[config.mk]
export PLATFORM = sky130hd
export DESIGN_NAME = bin_to_bcd_seq
export DESIGN_NICKNAME = d
export VERILOG_FILES = /design/src/rtl/bcd_pkg.sv /design/src/rtl/add_three_digit.sv /design/src/rtl/bin_to_bcd_seq.sv
export SDC_FILE = /design/constraint.sdc
export NUM_CORES = 1
export LEC_CHECK = 0
export CAP_MARGIN = 20
export CORE_ASPECT_RATIO = 2
export CORE_MARGIN = 2
export CORE_UTILIZATION = 53
export CTS_CLUSTER_DIAMETER = 120
export DETAILED_ROUTE_END_ITERATION = 7
export GPL_TIMING_DRIVEN = 1
export PLACE_DENSITY = 0.78
export SLEW_MARGIN = 25
export SYNTH_ARGS = -nofsm -noshare
export SYNTH_HDL_FRONTEND = slang
export SYNTH_HIERARCHICAL = 1
export SYNTH_SLANG_ARGS = --single-unit
[constraint.sdc]
create_clock -name clk -period 1.5 [get_ports clk]
set_input_delay 0.15 -clock clk [delete_from_list [all_inputs] [get_ports clk]]
set_output_delay 0.15 -clock clk [all_outputs]
set_load 0.005 [all_outputs]
[src/rtl/bcd_pkg.sv]
// bcd_pkg: shared FSM states, digit constants and digit-count helper for BCD conversion
package bcd_pkg;
  typedef enum logic [1:0] {IDLE, SHIFT, DONE} state_t;
  localparam int BCD_DIGIT_W = 4;
  localparam logic [BCD_DIGIT_W-1:0] ADJ_THRESH = 4'd5;
  localparam logic [BCD_DIGIT_W-1:0] ADJ_ADD = 4'd3;
  function automatic int digits_for_width(input int w);
    return (w * 30103) / 100000 + 1;
  endfunction
endpackage

[src/rtl/add_three_digit.sv]
// add_three_digit: double-dabble digit correction, adds 3 to a BCD digit that is 5 or more
module add_three_digit
  import bcd_pkg::*;
(
  input  logic [BCD_DIGIT_W-1:0] i_digit,
  output logic [BCD_DIGIT_W-1:0] o_digit
);
  assign o_digit = (i_digit >= ADJ_THRESH) ? i_digit + ADJ_ADD : i_digit;
endmodule

[src/rtl/bin_to_bcd_seq.sv]
// bin_to_bcd_seq: one-shift-per-clock double-dabble binary to BCD converter; BCD_SIGNED_EN enables two's complement input with sign output
module bin_to_bcd_seq
  import bcd_pkg::*;
#(
  parameter int WIDTH  = 8,
  parameter int DIGITS = digits_for_width(WIDTH)
) (
  input  logic                          clk,
  input  logic                          rst,
  input  logic                          start,
  input  logic [WIDTH-1:0]              bin,
  output logic                          ready,
  output logic                          done,
  output logic [BCD_DIGIT_W*DIGITS-1:0] bcd,
  output logic                          sign
);
  localparam int SW    = BCD_DIGIT_W * DIGITS;
  localparam int CNT_W = $clog2(WIDTH + 1);
  state_t             r_state;
  logic [CNT_W-1:0]   r_cnt;
  logic [SW-1:0]      r_scr;
  logic [WIDTH-1:0]   r_bin;
  logic [SW-1:0]      r_bcd;
  logic               r_done;
  logic [SW-1:0]      w_adj;
  logic [SW+WIDTH-1:0] w_shift;
  logic [WIDTH-1:0]   w_mag;
  for (genvar i = 0; i < DIGITS; i++) begin : g_adj
    add_three_digit u_adj (
      .i_digit(r_scr[BCD_DIGIT_W*i +: BCD_DIGIT_W]),
      .o_digit(w_adj[BCD_DIGIT_W*i +: BCD_DIGIT_W])
    );
  end
  assign w_shift = {w_adj, r_bin} << 1;
`ifdef BCD_SIGNED_EN
  logic r_sign;
  logic r_sign_cap;
  assign w_mag = bin[WIDTH-1] ? -bin : bin;
  assign sign  = r_sign;
  // capture the operand sign at start and publish it alongside the result
  always_ff @(posedge clk) begin
    if (rst) begin
      r_sign     <= 1'b0;
      r_sign_cap <= 1'b0;
    end else begin
      if (r_state == IDLE && start) r_sign_cap <= bin[WIDTH-1];
      if (r_state == DONE) r_sign <= r_sign_cap;
    end
  end
`else
  assign w_mag = bin;
  assign sign  = 1'b0;
`endif
  assign ready = (r_state == IDLE);
  assign done  = r_done;
  assign bcd   = r_bcd;
  // conversion FSM: load, WIDTH adjust-and-shift steps, then publish the scratch as the result
  always_ff @(posedge clk) begin
    if (rst) begin
      r_state <= IDLE;
      r_cnt   <= '0;
      r_scr   <= '0;
      r_bin   <= '0;
      r_bcd   <= '0;
      r_done  <= 1'b0;
    end else begin
      r_done <= 1'b0;
      case (r_state)
        IDLE: if (start) begin
          r_bin   <= w_mag;
          r_scr   <= '0;
          r_cnt   <= CNT_W'(WIDTH);
          r_state <= SHIFT;
        end
        SHIFT: begin
          r_scr <= w_shift[SW+WIDTH-1:WIDTH];
          r_bin <= w_shift[WIDTH-1:0];
          r_cnt <= r_cnt - 1'b1;
          if (r_cnt == CNT_W'(1)) r_state <= DONE;
        end
        DONE: begin
          r_bcd   <= r_scr;
          r_done  <= 1'b1;
          r_state <= IDLE;
        end
        default: r_state <= IDLE;
      endcase
    end
  end
endmodule
==> reports/summary.txt, run 1 <==
Status: finished, final reports clean
Critical Path RT: 1690 ps
Net Switching: 489 µW
Final std cells w/o fill: 268
Switch share: 21.1%
Type of the worst min-delay path: flop to flop
# DRC: 0
Clock power share: 44.8%
WL/cell: 13.4 µm
RePlAce Congestion: 0.736
Final Hold Vio Count: 0
Synthesized area: 0.00176 mm²
Grt ovf: 0
Syn Nets: 224
Internal: 1820 µW
Largest net degree at the start of global routing: 23
CTS root buf: clkbuf_8
CTS Sinks: 39
Critical path, cell by cell: inv_1 -> ha_1 -> nand2b_1 -> a21oi_2 -> xnor2_1 -> a22o_1
First-pass GRT wire length: 6220 µm
Port bufs: 24
Avg Cell Area, Syn: 8.59 µm²
Crit path arrival time: 1590 ps
Rows: 29
Tmin final: 1400 ps
Final instance area: 0.00221 mm²
Hpwl dp: 2670 µm
WL final: 3590 µm
# H-tree levels: 2
Crit Path Class: flop to flop
Power Density: 1040 mW/mm²
Crit start category: flop
Fraction of layout cells with a size suffix above 1: 13.1%
Final net count: 255
Pre-Repair DR Iteration Count: 6
Warnings from Yosys: 6
Final Max Tran Viols: 0
DP Area: 0.00207 mm²
Post-Route Skew: 6.33 ps
Vias in the first global route: 1506
Core Footprint: 0.00316 mm²
Combinational group share of total power: 8.3%
CTS Buffer Depth: 2
Peak supply drop: 0.961 mV
P_leak: 0.000892 µW
Clock slew at reported path FFs: 80 ps
CTS Buf Count: 5
Via count: 1490
Layout area overhead: 25.6%
RSZ-0062 raised after global routing: no
Tot GR Track Use: 21.6%
IO Pins: 26
Diodes inserted: 0
Part of the power in registers: 47.0%
DRT antenna net count: 0
CP Capture Type: flop
Max incr delay on CP: 430 ps
Clock latency on the worst-skew pair: 290 ps
Initial DRC Count: 32
Crit path max fanout: 5
Fin crit share: 93.2%
Number of vias per cell: 5.56
Fmax: 715 MHz
Max_cap viols: 0
# setup viols final: 0
Placed cells: 260
Die area: 0.00383 mm²
Die W: 44.8 µm
CTS tree: yes
Fillers: 254
Starting Density: 55.8%
Final setup TNS: 0 ps
Die height: 85.5 µm
Slowest cell on crit path: dfxtp_1
Syn Inst Count: 205
Initial antenna violation count: 0
## sequential cells by signal (all words and copies together) (netlist names)
signal / count
r_state: 2
bcd: 12
r_cnt: 4
done: 1
r_bin: 8
r_scr: 12
## metrics by stage
stage / hold WS [ps] / total power [µW] / util (%) / setup WS [ps]
after global routing: 485 / 2390 / 70.1 / 6.94
after detailed placement: 447 / 1300 / 65.5 / 22.5
after global placement: 442 / 1290 / 65.5 / 117
final: 456 / 2310 / 70.1 / 101
after CTS: 458 / 2330 / 69.8 / 20.9
after floorplan: 316 / 1230 / - / 202
## cell usage in the layout (no fill, tap or decap), types with 2 or more instances in the layout
cell type	count
o21ai_0	10
clkdlybuf4s50_1	23
a21oi_1	13
nand2b_1	6
buf_4	11
dfxtp_2	3
a21oi_2	3
dfxtp_1	36
inv_1	9
nor2_1	8
a22o_1	20
ha_1	8
xnor2_1	3
bufinv_16	2
a31oi_1	2
clkbuf_8	5
o21ai_1	2
nand2_1	50
mux2i_1	4
## layer usage
metal / up-vias / wire length, µm / track usage [%]
li1: 748 / - / -
met1: 695 / 1320 / 20.5
met2: 40 / 2090 / 41.1
met3: 7 / 123 / 4.42
met4: 0 / 58 / 9.37
met5: - / 0 / 0
## what timing repair did
item	4_1_cts	5_1_grt
hold endpoints to repair	0	0
endpoints found under the setup margin	1	5
hold buffers	0	0
pin swaps	0	2
buffers inserted	0	0
resized for setup	2	5
cloned	0	0
## power groups by stage
| stage | Combinational (µW) | Sequential, µW | Clock, µW |
|---|---|---|---|
| after global placement | 184 | 1110 | 0 |
| final | 191 | 1090 | 1040 |
| after CTS | 193 | 1090 | 1060 |
| after floorplan | 126 | 1110 | 0 |
| after detailed placement | 194 | 1110 | 0 |
| after global routing | 213 | 1090 | 1080 |
## path summary, 6_finish.rpt
| kind | start | endpoint | slack (ps) | depth (start not counted) |
|---|---|---|---|---|
| worst max-delay path | r_scr[8] | r_scr[9] | 100 | 6 |
| worst max register to register | r_scr[8] | r_scr[9] | 100 | 6 |
| worst min-delay path | bcd[6] | bcd[6] | 460 | 2 |
| worst min register to register | bcd[6] | bcd[6] | 460 | 2 |
## critical path: cells and delay by family, from the launching register on
kind	cells	cell delay (ps)
XOR/XNOR	1	140
AO/OA/AOI/OAI	2	300
adder cells (fa/ha/maj)	1	230
AND/OR/NAND/NOR	1	110
buffers and inverters	1	80
flip-flops	1	430
## layout make-up
type	count	area, µm²	area share (%)
well taps	31	38.8	1.75
flip-flops and latches	39	785	35.4
multi-input cells	144	878	39.7
inverters	10	37.5	1.70
clock inverters	2	60.1	2.71
clock buffers	6	72.6	3.28
repair buffers	36	342	15.4
No activity file was read; power rests on OpenSTA's default activity.
==> inputs of run 2 (changes only) <==
Settings changed: CORE_UTILIZATION 53 to 40, PLACE_DENSITY 0.78 to unset.
==> reports/summary.txt, run 2 (synthesized netlist as in run 1, its figures left out) <==
Status: finished, final reports clean
Critical path, cell by cell: nor2_2 -> clkdlybuf4s50_1
Max incr delay on CP: 510 ps
Switch share: 23.0%
First-pass GRT wire length: 6220 µm
Clock latency on the worst-skew pair: 290 ps
Max_cap viols: 0
Vias in the first global route: 1385
Die height: 97.9 µm
Via count: 1448
Die W: 50.9 µm
P_leak: 0.000908 µW
DRT antenna net count: 0
Combinational group share of total power: 9.2%
Hold path cells: 2
Pre-Repair DR Iteration Count: 4
Reg2reg end: r_scr[2]
Largest net degree at the start of global routing: 21
Clock slew at reported path FFs: 80 ps
Post-Route Skew: 6.46 ps
# H-tree levels: 2
Part of the power in registers: 50.3%
Multi-input gate area: 871 µm²
# DRC: 0
Final setup TNS: 0 ps
IO Pins: 26
R2R cell count: 6
Initial antenna violation count: 0
Commonest non-fill, non-tap cell in the layout: nand2_1
Reg2reg setup slack: 100 ps
Fmax: 696 MHz
CP Capture Type: output pin
Core Footprint: 0.00430 mm²
Net Switching: 496 µW
RSZ-0062 raised after global routing: no
Peak supply drop: 0.632 mV
Rows: 34
Initial DRC Count: 16
Port bufs: 24
Final Hold Vio Count: 0
WL/cell: 12.0 µm
Final net count: 260
WHS Endpoint: bcd[4]
Power Density: 959 mW/mm²
Power Total: 2160 µW
Diodes inserted: 0
Starting Density: 41.0%
Reg-to-reg startpoint: r_scr[1]
Fin crit share: 95.7%
Clock power share: 40.5%
Reg area: 781 µm²
Type of the worst min-delay path: flop to flop
Number of vias per cell: 4.89
Crit path arrival time: 1290 ps
RePlAce Congestion: 0.777
Hold buffers post-CTS: 0
CTS Sinks: 39
Crit start category: flop
Grt ovf: 0
Tot GR Track Use: 16.5%
Tmin final: 1440 ps
CTS Buffer Depth: 2
Critical Path RT: 1350 ps
Crit path max fanout: 4
CTS tree: yes
Die area: 0.00498 mm²
Hold Path Origin: bcd[4]
Crit Path Class: flop to output pin
# setup viols final: 0
Fraction of layout cells with a size suffix above 1: 13.2%
Hpwl dp: 2640 µm
Most frequent cells in the layout: nand2_1, dfxtp_1, clkdlybuf4s50_1, a22o_1, buf_4
Fillers: 432
Layout area overhead: 27.7%
Slowest cell on crit path: clkdlybuf4s50_1
WL final: 3570 µm
CTS root buf: clkbuf_8
CTS Buf Count: 5
Internal: 1660 µW
Final Max Tran Viols: 0
run 2: cell types whose count changed in the layout (fill, tap and decap cells not counted), sizes merged:
cell and delta:
buf +5, clkinv +2, bufinv -1, clkbuf -1, clkdlybuf4s50 +1, dlygate4sd2 -1
run 2: worst max path at each step:
stage | start | to | slack [ps] | cells past startpoint
5_1_grt | r_state[0] | ready | 3 | 2
2_1_floorplan | r_scr[1] | r_scr[2] | 200 | 6
3_5_place_dp | start | r_bin[4] | 60 | 5
6_report | r_state[0] | ready | 60 | 2
4_1_cts | r_state[0] | ready | 30 | 2
3_3_place_gp | start | r_bin[5] | 60 | 5
run 2: per-stage QoR:
stage / hold slack, ps / setup WS, ps / utilization (%) / instances / instance area, µm²
final: 455 / 64.1 / 52.4 / 296 / 2250
after global routing: 479 / 3.05 / 52.4 / 296 / 2250
after CTS: 459 / 33.1 / 52.3 / 296 / 2250
after detailed placement: 448 / 55.4 / 49.7 / 288 / 2130
after global placement: 441 / 60.9 / 49.7 / 288 / 2130
after floorplan: 316 / 202 / - / 205 / 1760
run 2: power groups by stage:
stage	Combinational, µW	Sequential, µW	Clock [µW]
finish	199	1080	873
floorplan	126	1110	0
detailed placement	200	1110	0
global placement	197	1110	0
global route	224	1090	946
CTS	201	1080	900
run 2: final cells by class:
cell class,count,area share [%]
multi-input cells,144,38.7
repair buffers,41,16.9
inverters,10,1.67
clock inverters,3,1.95
clock buffers,5,3.06
flip-flops and latches,39,34.7
well taps,54,3.00
run 2: timing repair:
| action | 4_1_cts | 5_1_grt |
|---|---|---|
| resized for setup | 0 | 1 |
| endpoints found under the setup margin | 0 | 3 |
| buffers inserted | 0 | 0 |
run 2: per-layer routing:
layer,GRT usage (%),part of all wire (%)
met5,0,0
met4,8.73,1.8
met3,3.67,2.7
met2,29.5,56
met1,17.2,39
run 2: critical path, delay by kind of cell (launching register included):
kind	cells	cell delay [ps]
DFF	1	360
buffers and inverters	1	510
and+or+nand+nor	1	120
